==> src/rtl/cr_kme_ia_responder.sv <==
// cr_kme_ia_responder
// Indirect-access responder for KME key memories. Executes NOP/READ/WRITE/INIT
// commands from the IA register file against a single-port memory. Functional
// datapath reads share the same port and always win arbitration.

module cr_kme_ia_responder #(
    parameter int NUM_ENTRIES = 1024,
    parameter int DATA_WIDTH  = 64,
    parameter int RD_LATENCY  = 1,
    localparam int AW         = $clog2(NUM_ENTRIES)
) (
    input  logic                  clk,
    input  logic                  rst_n,

    // IA command side (register file)
    input  logic                  i_cmnd_stb,
    input  logic [3:0]            i_cmnd_op,
    input  logic [AW-1:0]         i_cmnd_addr,
    input  logic [DATA_WIDTH-1:0] i_wr_dat,
    output logic [2:0]            o_stat_code,
    output logic [4:0]            o_stat_datawords,
    output logic [AW-1:0]         o_stat_addr,
    output logic [3:0]            o_capability_type,
    output logic [15:0]           o_capability_lst,
    output logic [DATA_WIDTH-1:0] o_rd_dat,

    // Functional read port (datapath)
    input  logic                  i_func_rd,
    input  logic [AW-1:0]         i_func_addr,
    output logic                  o_func_rd_vld,
    output logic [DATA_WIDTH-1:0] o_func_rd_dat,

    // Memory port
    output logic                  o_mem_cs,
    output logic                  o_mem_we,
    output logic [AW-1:0]         o_mem_addr,
    output logic [DATA_WIDTH-1:0] o_mem_wdat,
    input  logic [DATA_WIDTH-1:0] i_mem_rdat
);

    // Opcodes
    localparam logic [3:0] OP_NOP   = 4'd0;
    localparam logic [3:0] OP_READ  = 4'd1;
    localparam logic [3:0] OP_WRITE = 4'd2;
    localparam logic [3:0] OP_INIT  = 4'd3;

    // Status codes
    localparam logic [2:0] ST_OK       = 3'd0;
    localparam logic [2:0] ST_BUSY     = 3'd1;
    localparam logic [2:0] ST_ERR_ADDR = 3'd2;
    localparam logic [2:0] ST_ERR_OP   = 3'd3;

    // FSM states
    localparam logic [1:0] S_IDLE     = 2'd0;
    localparam logic [1:0] S_ISSUE    = 2'd1;
    localparam logic [1:0] S_WAIT_RD  = 2'd2;
    localparam logic [1:0] S_INIT_RUN = 2'd3;

    // Bit n set: opcode n supported. Also drives the capability output.
    localparam logic [15:0] CAP_LST = 16'h000F;

    // Command context
    logic [1:0]            r_state;
    logic                  r_is_rd;
    logic [AW-1:0]         r_addr;
    logic [DATA_WIDTH-1:0] r_wdat;
    logic [AW-1:0]         r_cnt;

    // Register-file facing results
    logic [2:0]            r_stat_code;
    logic [AW-1:0]         r_stat_addr;
    logic [DATA_WIDTH-1:0] r_rd_dat;

    // Registered memory port
    logic                  r_mem_cs;
    logic                  r_mem_we;
    logic [AW-1:0]         r_mem_addr;
    logic [DATA_WIDTH-1:0] r_mem_wdat;

    // Completion of the final write of a WRITE/INIT, aligned with its mem_cs
    logic                  r_wr_done;

    // Per-beat requester tags; bit 0 is aligned with mem_cs, bit RD_LATENCY
    // with the cycle the memory returns data for that access.
    logic [RD_LATENCY:0]   r_tag_func;
    logic [RD_LATENCY:0]   r_tag_ia;

    // Port arbitration decision (registered into the mem_* stage)
    logic                  w_dec_cs;
    logic                  w_dec_we;
    logic [AW-1:0]         w_dec_addr;
    logic [DATA_WIDTH-1:0] w_dec_wdat;
    logic                  w_dec_func;
    logic                  w_dec_ia_rd;
    logic                  w_dec_last_wr;

    logic                  w_op_supported;
    logic                  w_op_addressed;
    logic                  w_addr_oob;
    logic                  w_cnt_last;
    logic                  w_ia_rd_ret;

    // Command validation on the raw strobe inputs
    assign w_op_supported = CAP_LST[i_cmnd_op];
    assign w_op_addressed = (i_cmnd_op == OP_READ) || (i_cmnd_op == OP_WRITE);
    assign w_addr_oob     = ({1'b0, i_cmnd_addr} >= (AW+1)'(NUM_ENTRIES));
    assign w_cnt_last     = (r_cnt == AW'(NUM_ENTRIES - 1));
    assign w_ia_rd_ret    = r_tag_ia[RD_LATENCY];

    // Memory port arbitration: functional read first, then the IA engine
    always_comb begin
        w_dec_cs      = 1'b0;
        w_dec_we      = 1'b0;
        w_dec_addr    = '0;
        w_dec_wdat    = '0;
        w_dec_func    = 1'b0;
        w_dec_ia_rd   = 1'b0;
        w_dec_last_wr = 1'b0;
        if (i_func_rd) begin
            w_dec_cs   = 1'b1;
            w_dec_addr = i_func_addr;
            w_dec_func = 1'b1;
        end else if (r_state == S_ISSUE) begin
            w_dec_cs   = 1'b1;
            w_dec_addr = r_addr;
            if (r_is_rd) begin
                w_dec_ia_rd = 1'b1;
            end else begin
                w_dec_we      = 1'b1;
                w_dec_wdat    = r_wdat;
                w_dec_last_wr = 1'b1;
            end
        end else if (r_state == S_INIT_RUN) begin
            w_dec_cs      = 1'b1;
            w_dec_we      = 1'b1;
            w_dec_addr    = r_cnt;
            w_dec_wdat    = r_wdat;
            w_dec_last_wr = w_cnt_last;
        end
    end

    // Register the arbitration decision onto the memory port and tag pipeline
    always_ff @(posedge clk or negedge rst_n) begin
        if (!rst_n) begin
            r_mem_cs   <= 1'b0;
            r_mem_we   <= 1'b0;
            r_mem_addr <= '0;
            r_mem_wdat <= '0;
            r_wr_done  <= 1'b0;
            r_tag_func <= '0;
            r_tag_ia   <= '0;
        end else begin
            r_mem_cs   <= w_dec_cs;
            r_mem_we   <= w_dec_we;
            r_mem_addr <= w_dec_addr;
            r_mem_wdat <= w_dec_wdat;
            r_wr_done  <= w_dec_last_wr;
            r_tag_func <= {r_tag_func[RD_LATENCY-1:0], w_dec_func};
            r_tag_ia   <= {r_tag_ia[RD_LATENCY-1:0], w_dec_ia_rd};
        end
    end

    // Command FSM: accept, issue, wait for read data, or sweep INIT
    always_ff @(posedge clk or negedge rst_n) begin
        if (!rst_n) begin
            r_state     <= S_IDLE;
            r_is_rd     <= 1'b0;
            r_addr      <= '0;
            r_wdat      <= '0;
            r_cnt       <= '0;
            r_stat_code <= ST_OK;
            r_stat_addr <= '0;
            r_rd_dat    <= '0;
        end else begin
            case (r_state)
                S_IDLE: begin
                    if (i_cmnd_stb) begin
                        r_is_rd     <= (i_cmnd_op == OP_READ);
                        r_addr      <= i_cmnd_addr;
                        r_wdat      <= i_wr_dat;
                        r_stat_addr <= i_cmnd_addr;
                        if (!w_op_supported) begin
                            r_stat_code <= ST_ERR_OP;
                        end else if (w_op_addressed && w_addr_oob) begin
                            r_stat_code <= ST_ERR_ADDR;
                        end else if (i_cmnd_op == OP_NOP) begin
                            r_stat_code <= ST_OK;
                        end else begin
                            r_stat_code <= ST_BUSY;
                            r_cnt       <= '0;
                            r_state     <= (i_cmnd_op == OP_INIT) ? S_INIT_RUN : S_ISSUE;
                        end
                    end else if (r_wr_done) begin
                        // Status clears once the last write has reached the port
                        r_stat_code <= ST_OK;
                    end
                end
                S_ISSUE: begin
                    if (!i_func_rd) begin
                        r_state <= r_is_rd ? S_WAIT_RD : S_IDLE;
                    end
                end
                S_WAIT_RD: begin
                    if (w_ia_rd_ret) begin
                        r_rd_dat    <= i_mem_rdat;
                        r_stat_code <= ST_OK;
                        r_state     <= S_IDLE;
                    end
                end
                S_INIT_RUN: begin
                    if (!i_func_rd) begin
                        r_stat_addr <= r_cnt;
                        r_cnt       <= r_cnt + AW'(1);
                        if (w_cnt_last) begin
                            r_state <= S_IDLE;
                        end
                    end
                end
                default: r_state <= S_IDLE;
            endcase
        end
    end

    // Output mapping
    assign o_stat_code       = r_stat_code;
    assign o_stat_datawords  = 5'((DATA_WIDTH + 31) / 32 - 1);
    assign o_stat_addr       = r_stat_addr;
    assign o_capability_type = 4'h0;
    assign o_capability_lst  = CAP_LST;
    assign o_rd_dat          = r_rd_dat;

    assign o_func_rd_vld     = r_tag_func[RD_LATENCY];
    assign o_func_rd_dat     = r_tag_func[RD_LATENCY] ? i_mem_rdat : '0;

    assign o_mem_cs          = r_mem_cs;
    assign o_mem_we          = r_mem_we;
    assign o_mem_addr        = r_mem_addr;
    assign o_mem_wdat        = r_mem_wdat;

endmodule

==> config.mk <==
export PLATFORM = sky130hd
export DESIGN_NAME = cr_kme_ia_responder
export DESIGN_NICKNAME = d
export VERILOG_FILES = /design/src/rtl/cr_kme_ia_responder.sv
export SDC_FILE = /design/constraint.sdc
export NUM_CORES = 1
export LEC_CHECK = 0
export CELL_PAD_IN_SITES_DETAIL_PLACEMENT = 1
export CELL_PAD_IN_SITES_GLOBAL_PLACEMENT = 2
export CORE_ASPECT_RATIO = 1.5
export CORE_MARGIN = 1
export CORE_UTILIZATION = 27
export CTS_BUF_LIST = sky130_fd_sc_hd__clkbuf_8 sky130_fd_sc_hd__clkbuf_16
export DETAILED_ROUTE_END_ITERATION = 16
export PLACE_DENSITY = 0.84
export SYNTH_ARGS = -nofsm -noshare
export SYNTH_HDL_FRONTEND = slang
export SYNTH_SLANG_ARGS = --single-unit
==> constraint.sdc <==
create_clock -name clk -period 2.15 [get_ports clk]
set_input_delay 0.645 -clock clk [delete_from_list [all_inputs] [get_ports clk]]
set_output_delay 0.645 -clock clk [all_outputs]
set_load 0.05 [all_outputs]
## Yosys cells after proc, flatten, opt, wreduce, memory -nomap -nowiden

Memories as Yosys holds them, arrays and structs flattened.
Cells that the tools add are included.

- Add/sub/neg operators: 1
- Magnitude comparators: 1
- Equal/unequal tests: 14
- Multiplexer cells: 46
- Reduce and logical (&&, ||, !) cells: 10

Operators by type and width:

| cell | number |
|---|---|
| 64-bit 2-to-1 mux | 5 |
| 10-bit 2-to-1 mux | 9 |
| 10-bit one-hot mux with 2 select lines | 2 |
| 2-bit 2-to-1 mux | 10 |
| 1-bit 2-to-1 mux | 15 |
| 2-bit != test (second input constant) | 7 |
| 10-bit by 1-bit adder with 10-bit output (second input constant) | 1 |
| 10-bit equality test (second input constant) | 1 |
| 3-bit 2-to-1 mux | 3 |
| 2-bit one-hot mux with 4 select lines | 1 |
| 7-bit AND reduction | 1 |
| 3-bit one-hot mux with 2 select lines | 1 |
| 3-bit AND reduction | 2 |
| 4-bit by 5-bit < comparator with 1-bit output (second input constant) | 1 |
| 5-bit AND reduction | 1 |
| 2-bit equality test (second input constant) | 2 |
| 4-bit by 1-bit equality test with 1-bit output (second input constant) | 1 |
| 4-bit by 2-bit equality test with 1-bit output (second input constant) | 1 |
| 4-bit zero test | 1 |
| 2-bit AND reduction | 2 |
| 2-bit nonzero test | 2 |
| 3-bit != test (second input constant) | 1 |
| 2-bit by 1-bit equality test with 1-bit output (second input constant) | 1 |
| 2-bit zero test | 1 |

- Register bits after elaboration: 245
- Bits in read-only memories: 16
- Input bits: 156
- Output and inout port bits: 243
- Logic and storage cells: 88
- Memories: 1

Memories:

| name | words | width | read ports | clocked after memory_dff | wr ports | line | RTL |
|---|---|---|---|---|---|---|---|
| (no name shown) | 16 | 1 | 1 | 0 | 0 | 104 | `assign w_op_supported = CAP_LST[i_cmnd_op];` |

## Depth between registers and ports, before layout

Gate-level depths: netlist of run 1.

- Word-level depth: 6
- Gate-level depth with buffers: 7
- Gate-level depth less buffers: 5

## Least setup slack after synthesis of run 1

Ideal clock, no wire load.

- Kind: flip-flop to output port
- From: register r_tag_func[1]
- To: output port o_func_rd_dat[10]
- Arrival: 1.544 ns
- Required time: 1.505 ns
- Setup slack: -0.039 ns
- Stages on the path, launching flop included: 4
- Path buffers: 2
- Path through: dfrtp_1 clkbuf_1 clkbuf_1 and2_1

- Word-level cells in the longest chain between the ends: 1

Ends and longest elaborated chain:

| element | line | RTL |
|---|---|---|
| start: declaration | 85 | `logic [RD_LATENCY:0] r_tag_func;` |
| start signal: assignment | 158 | `r_tag_func <= {r_tag_func[RD_LATENCY-1:0], w_dec_func};` |
| 64-bit 2-to-1 mux | 233 | `assign o_func_rd_dat = r_tag_func[RD_LATENCY] ? i_mem_rdat : '0;` |
| end: declaration | 31 | `output logic [DATA_WIDTH-1:0] o_func_rd_dat,` |

Every way passes these cells.

## Worst setup path after layout of run 1

- From: register r_tag_func[1]
- To: output port o_func_rd_dat[3]

Same word-level chain as after synthesis.

==> results of run 1 <==
state kept, by name (all words and copies together), names as in the netlist, 2 cells and up:
register,flops
o_rd_dat,64
r_addr,10
r_cnt,10
o_mem_wdat,64
r_state,2
r_wdat,64
r_tag_ia,2
r_tag_func,2
o_mem_addr,10
o_stat_code,2
o_stat_addr,10
metrics by stage:
| step | hold WS, ns | TNS [ns] |
|---|---|---|
| floorplan | 0.3312 | 0 |
| global placement | 0.3322 | -0.9472 |
| detailed placement | 0.3364 | -3.673 |
| CTS | 0.02457 | -4.568 |
| global route | 0.03726 | -5.842 |
| finish | 0.01547 | -1.402 |
kinds of logic after synthesis:
family,after synthesis,synth area share
flip-flops,244,0.6307
AND/OR/NAND/NOR,197,0.1180
multiplexers,158,0.1812
buffers and inverters,71,0.04020
AO/OA/AOI/OAI,42,0.02508
XOR/XNOR,3,0.002715
other,2,0.0007758
adder cells (fa/ha/maj),1,0.001292
worst max-delay path, stage by stage (launching register included):
cell and delay, ns:
dfrtp_2 0.44, clkbuf_16 0.21, and2_2 0.21, buf_12 0.15
power by group through the flow:
stage	Sequential [mW]	Clock [mW]	Combinational, mW
2_1_floorplan	5.75	0	0.798
3_3_place_gp	5.20	0	2.57
3_5_place_dp	5.22	0	2.61
4_1_cts	5.13	5.34	2.57
5_1_grt	5.17	5.51	2.70
6_report	5.13	5.16	2.55
metal layers:
| layer | wire [um] | vias to the layer above | track usage | share of wire |
|---|---|---|---|---|
| met5 | 23 | - | 0 | 0.00076 |
| met3 | 2497 | 56 | 0.04583 | 0.082 |
| li1 | - | 3172 | - | - |
| met2 | 16830 | 288 | 0.3132 | 0.55 |
| met4 | 872 | 4 | 0.06066 | 0.029 |
| met1 | 10190 | 3540 | 0.1707 | 0.34 |
cell usage after synthesis, drive strengths merged (2+ instances only):
| cell type | instances | area share |
|---|---|---|
| nor3 | 4 | 0.0021 |
| a31oi | 3 | 0.0019 |
| dfrtp | 244 | 0.63 |
| inv | 5 | 0.0019 |
| nand4 | 2 | 0.0013 |
| a22o | 2 | 0.0018 |
| conb | 2 | 0.00078 |
| a21oi | 3 | 0.0016 |
| o41ai | 2 | 0.0018 |
| clkbuf | 22 | 0.0085 |
| o211ai | 2 | 0.0016 |
| buf | 44 | 0.030 |
| mux2 | 138 | 0.16 |
| or2 | 2 | 0.0013 |
| nand4b | 2 | 0.0018 |
| and2 | 128 | 0.083 |
| or3 | 4 | 0.0026 |
| nor4 | 2 | 0.0013 |
| and3 | 2 | 0.0013 |
| nand3 | 9 | 0.0047 |
| nand2 | 30 | 0.012 |
| nor2 | 8 | 0.0031 |
| o21ai | 27 | 0.014 |
| mux2i | 20 | 0.021 |
| xnor2 | 3 | 0.0027 |
worst paths after layout:
kind                                from                to  slack [ns]  cells after the start
setup / recovery           r_tag_func[1]  o_func_rd_dat[3]       -0.04                      3
hold / removal                     rst_n        r_wdat[25]        0.02                      1
setup reg to reg              r_state[0]          r_cnt[2]        0.41                      6
hold reg to reg            r_tag_func[0]     r_tag_func[1]        0.35                      0
max in group asynchronous          rst_n    o_mem_wdat[11]        1.43                      2
min in group clk           r_tag_func[0]     r_tag_func[1]        0.35                      0
placed cells by master, fill, tap and decap left out, types with 3 or more instances in the layout:
master,synthesis,routed
clkinv_2,0,5
clkinvlp_4,0,3
buf_12,0,76
clkbuf_16,0,28
conb_1,2,26
bufinv_16,0,7
and2_2,0,46
clkdlybuf4s50_1,0,153
buf_4,27,129
nor3_1,4,4
nand2_1,30,30
and2_4,0,16
nor2_1,8,8
or3_1,4,3
dlygate4sd2_1,0,60
mux2i_1,20,20
mux2_2,138,138
inv_1,5,5
xnor2_1,3,3
a31oi_1,3,3
and2_1,128,66
o21ai_0,27,27
dfrtp_1,244,243
nand3_1,9,9
layout make-up:
| type | count | area (um2) | share of cell area |
|---|---|---|---|
| clock buffer | 29 | 703.2 | 0.04477 |
| clock inverter | 19 | 300.3 | 0.01912 |
| antenna | 1 | 2.502 | 0.0001593 |
| timing repair buffer | 421 | 4597 | 0.2927 |
| sequential | 244 | 6107 | 0.3888 |
| tap | 473 | 591.8 | 0.03768 |
| inverter | 5 | 18.77 | 0.001195 |
| multi-input combinational | 427 | 3386 | 0.2156 |
repair_timing:
| item | CTS | global route |
|---|---|---|
| buffers inserted | 0 | 0 |
| gates resized for setup | 62 | 17 |
| pin swaps | 0 | 7 |
| endpoints found under the setup margin | 124 | 64 |
| hold endpoints to repair | 0 | 0 |
| cloned | 0 | 1 |
==> reports/metrics.csv, run 1 <==
stage,metric,value,unit
worst_setup_path,Critical Path AT,1.54,ns
cts,CTS tree,yes,
power,sequential power share,0.399,
place,dpl ws,-0.1431,ns
power,Comb pwr share,0.199,
sta,Final Hold Vio Count,0,
drt,routed wire length,30.41,mm
worst_hold_path,worst hold path type,primary input to asynchronous set/reset pin,
die,Die Y,233.9,um
cts,CTS Buf Count,27,
die,num ports,399,
drt,Via density,4.361,
yosys,number of library cell types mapped by synthesis,34,
yosys,sequential area share after synthesis,0.6307,
yosys,Mapped Cells,718,
job,max_cap viols,0,
place,port bufs,372,
power,PwrDens,817.6,mW/mm2
cts,Clock Latency Late Sink,0.53,ns
place,post-DP HPWL,22.61,mm
outcome,failing checks,setup timing,
power,Pwr Total,12.84,mW
layout,post-layout util,0.4461,
cts,"Hold-fix buffers, CTS",0,
layout,P&R area growth vs syn,62.25,%
grt,vias in the first global route,7766,
grt,largest net degree at the start of global routing,66,
die,Starting Density,0.2749,
grt,antenna violations before repair,2,
sta,headroom to the max-slew limit,0.6394,
die,site row count,84,
worst_setup_path,crit-path max FO,32,
worst_setup_path,Setup CP Type,flop to primary output,
power,Sw Pwr,3.713,mW
drt,Initial DRC Count,209,
drt,WL/cell,18.78,um
sta,Final WS setup,-0.03962,ns
yosys,main flop type after synthesis,dfrtp_1,
power,Internal Power,9.128,mW
cts,CTS root buffer,clkbuf_16,
die,Die ar.,0.03663,mm2
place,cell area after placement,0.01473,mm2
drt,DRC Markers,0,
worst_setup_path,CP Launch Type,flop,
drt,drt pass-1 iters,4,
place,placed cells,1569,
sta,final setup vio count,51,
yosys,asr flop ratio synth,1.000,
sta,final-report max-slew violation count,0,
drt,ANT nets after route,0,
cts,Clock Path Buffers,3,
sta,FMAX,456.7,MHz
yosys,Mapped Avg Cell Area,13.48,um2
sta,Period minus WS final,2.190,ns
yosys,register bit total from synthesis,244,
cts,H-tree levels,1,
cts,"Reg clk slew, reported paths",0.06,ns
yosys,Post-synth EDFFs,0,
sta,period utilization,1.018,
layout,share of cells above drive strength 1,0.4026,
power,Net Sw Frac,0.2892,
drt,via count,7060,
outcome,status,"finished, violations left",
layout,Nets,1283,
power,maximum vdd drop,0.0006229,V
yosys,Mapped Area,0.009681,mm2
power,clock share of power,0.402,
grt,total gr overflow,0,
grt,first-pass GRT wire length,46.09,mm
layout,fill count,3638,
sta,skew final,0.008121,ns
place,GP Congestion,0.7554,
cts,clock sink count,244,
die,die width,156.6,um
sta,worst slew pin tran,0.5431,ns
sta,RSZ-0062 raised after global routing,true,
worst_setup_path,WP data required,1.50,ns
worst_setup_path,CP Capture Type,primary output,
grt,GRT Util Overall,0.1652,
layout,final cell count without fillers,1619,
power,leak pwr,7.341,nW
die,Core Box Area,0.03521,mm2
yosys,yosys warns,0,
layout,post-route design area,0.01571,mm2
Note: power is estimated with default switching activity, not from simulation.
==> inputs of run 2 (changes only) <==
--- a/config.mk
+++ b/config.mk
@@ -10,7 +10,6 @@
 export CORE_ASPECT_RATIO = 1.5
 export CORE_MARGIN = 1
 export CORE_UTILIZATION = 27
-export CTS_BUF_LIST = sky130_fd_sc_hd__clkbuf_8 sky130_fd_sc_hd__clkbuf_16
 export DETAILED_ROUTE_END_ITERATION = 16
 export PLACE_DENSITY = 0.84
 export SYNTH_ARGS = -nofsm -noshare
==> results of run 2 <==
Same layout as run 1: the final DEF is identical, and so are final timing and power.
==> inputs of run 3 (changes only) <==
--- a/config.mk
+++ b/config.mk
@@ -9,9 +9,10 @@
 export CELL_PAD_IN_SITES_GLOBAL_PLACEMENT = 2
 export CORE_ASPECT_RATIO = 1.5
 export CORE_MARGIN = 1
-export CORE_UTILIZATION = 27
+export CORE_UTILIZATION = 25
 export DETAILED_ROUTE_END_ITERATION = 16
-export PLACE_DENSITY = 0.84
+export PLACE_DENSITY = 0.79
+export SETUP_SLACK_MARGIN = 0.15
 export SYNTH_ARGS = -nofsm -noshare
 export SYNTH_HDL_FRONTEND = slang
 export SYNTH_SLANG_ARGS = --single-unit
==> run 3 against run 2 <==
The flow still finishes with violations (setup timing). Total power shrank 4.7%. Routed wire length grew 0.64%. Clock skew grew 0.0057 ns. Core utilization shrank 3.0 points. Non-clock buffer count grew 8. Global-route usage shrank 1.3 points. Clock power shrank 13%. Worst hold slack gained 0.34 ns. Worst setup slack lost 0.047 ns. Flip-flop and latch count is the same. First-iteration DRC count shrank 20%. Critical endpoint is now o_func_rd_dat[47].
==> reports/metrics.csv, run 3 (synthesized netlist as in run 1, its figures left out) <==
stage,metric,value,unit
sta,period utilization,1.040,
die,Die ar.,0.03953,mm2
place,cell area after placement,0.01477,mm2
worst_setup_path,crit-path max FO,33,
worst_setup_path,"Slowest-stage cell, CP",dfrtp_2,
die,num ports,399,
cts,H-tree levels,1,
drt,WL/cell,18.66,um
cts,Clock Path Buffers,3,
cts,CTS tree,yes,
worst_setup_path,FF-to-FF path depth,3,
sta,final-report max-slew violation count,0,
grt,first-pass GRT wire length,46.69,mm
die,die width,162.7,um
drt,ANT nets after route,0,
worst_setup_path,Critical Path AT,1.59,ns
worst_setup_path,WP data required,1.50,ns
power,leak pwr,7.219,nW
cts,clock sink count,244,
drt,DRC Markers,0,
power,PwrDens,775.5,mW/mm2
sta,skew final,0.01378,ns
cts,Clock Latency Late Sink,0.54,ns
drt,Via density,4.258,
sta,Final Hold Vio Count,0,
sta,RSZ-0062 raised after global routing,true,
worst_setup_path,CP Capture Type,primary output,
worst_setup_path,max incr delay on CP,0.48,ns
outcome,failing checks,setup timing,
grt,total gr overflow,0,
worst_setup_path,CP top delay family,flip-flops,
outcome,status,"finished, violations left",
die,Starting Density,0.2555,
grt,antenna violations before repair,0,
cts,Post-CTS Setup Bufs,0,
cts,CTS Buf Count,26,
grt,vias in the first global route,7789,
sta,FMAX,447.2,MHz
worst_setup_path,Setup CP Type,flop to primary output,
worst_setup_path,CP Launch Type,flop,
place,GP Congestion,0.7480,
layout,"commonest non-fill, non-tap cell in the layout",dfrtp_1,
die,Die Y,243.0,um
layout,Nets,1290,
place,post-DP HPWL,22.60,mm
sta,Period minus WS final,2.236,ns
sta,final setup vio count,64,
layout,most frequent cells in the layout,"dfrtp_1, clkdlybuf4s50_1, buf_4",
drt,via count,6983,
drt,drt pass-1 iters,4,
worst_setup_path,Crit path depth,3,
worst_setup_path,worst-path cell chain,"buf_12, and2_2, buf_12",
die,Core Box Area,0.03788,mm2
worst_setup_path,worst path bufs/invs,2,
worst_hold_path,Worst Hold Depth,0,
layout,share of cells above drive strength 1,0.4526,
layout,post-route design area,0.01578,mm2
power,maximum vdd drop,0.0006519,V
grt,GRT Util Overall,0.1525,
drt,routed wire length,30.61,mm
layout,n_diodes,0,
sta,Min Hold Slack,0.3533,ns
die,site row count,87,
job,max_cap viols,0,
worst_setup_path,"most used cell, CP",buf_12,
cts,CTS root buffer,clkbuf_16,
layout,P&R area growth vs syn,63.01,%
place,port bufs,372,
worst_hold_path,worst hold path type,flop to flop,
cts,"Reg clk slew, reported paths",0.07,ns
grt,largest net degree at the start of global routing,71,
sta,Final WS setup,-0.08620,ns
drt,Initial DRC Count,168,
-- run 3: area by class of cell --
type                       count  area, um2
clock buffer                  40      794.5
clock inverter                 6      60.06
fill                        3921      22100
inverter                       5      18.77
multi-input combinational    427       3411
sequential                   244       6107
tap                          489      611.8
timing repair buffer         429       4777
-- run 3: through the flow --
step,setup TNS (ns),util,instances,power (mW),worst slack (ns)
after floorplan,0,-,742,6.546,0.2087
after global placement,-15.02,0.3898,1591,7.780,-0.1793
after detailed placement,-16.40,0.3898,1591,7.833,-0.2042
after CTS,-4.201,0.4144,1638,12.41,-0.1027
after global routing,-6.640,0.4166,1640,12.73,-0.1356
final,-3.211,0.4166,1640,12.24,-0.08620
-- run 3: where the power goes --
group	switching (mW)	internal, mW
Sequential	0.238	4.89
Combinational	1.54	1.06
Clock	1.86	2.65
Total	3.64	8.60
-- run 3: path summary, 6_finish.rpt --
path	from	to	slack, ns
max	r_tag_func[1]	o_func_rd_dat[47]	-0.09
max in group asynchronous	rst_n	o_mem_wdat[46]	0.83
max reg2reg	r_state[0]	o_rd_dat[36]	0.28
min	r_tag_func[0]	r_tag_func[1]	0.35
min reg2reg	r_tag_func[0]	r_tag_func[1]	0.35
min in group asynchronous	rst_n	r_wdat[26]	0.61
-- run 3: per-layer routing --
layer	vias up	track usage	wire (um)	part of all wire
li1	3186	-	-	-
met1	3479	0.1647	10960	0.36
met2	285	0.2847	16570	0.54
met3	33	0.04289	2543	0.083
met4	0	0.04206	543	0.018
met5	-	0	0	0
-- run 3: repair_timing --
item                                    CTS  global route
endpoints found under the setup margin  119            65
pin swaps                                 0             2
gates resized for setup                 163            35
cloned                                    0             2
hold buffers                              1             0
hold endpoints to repair                 29             0
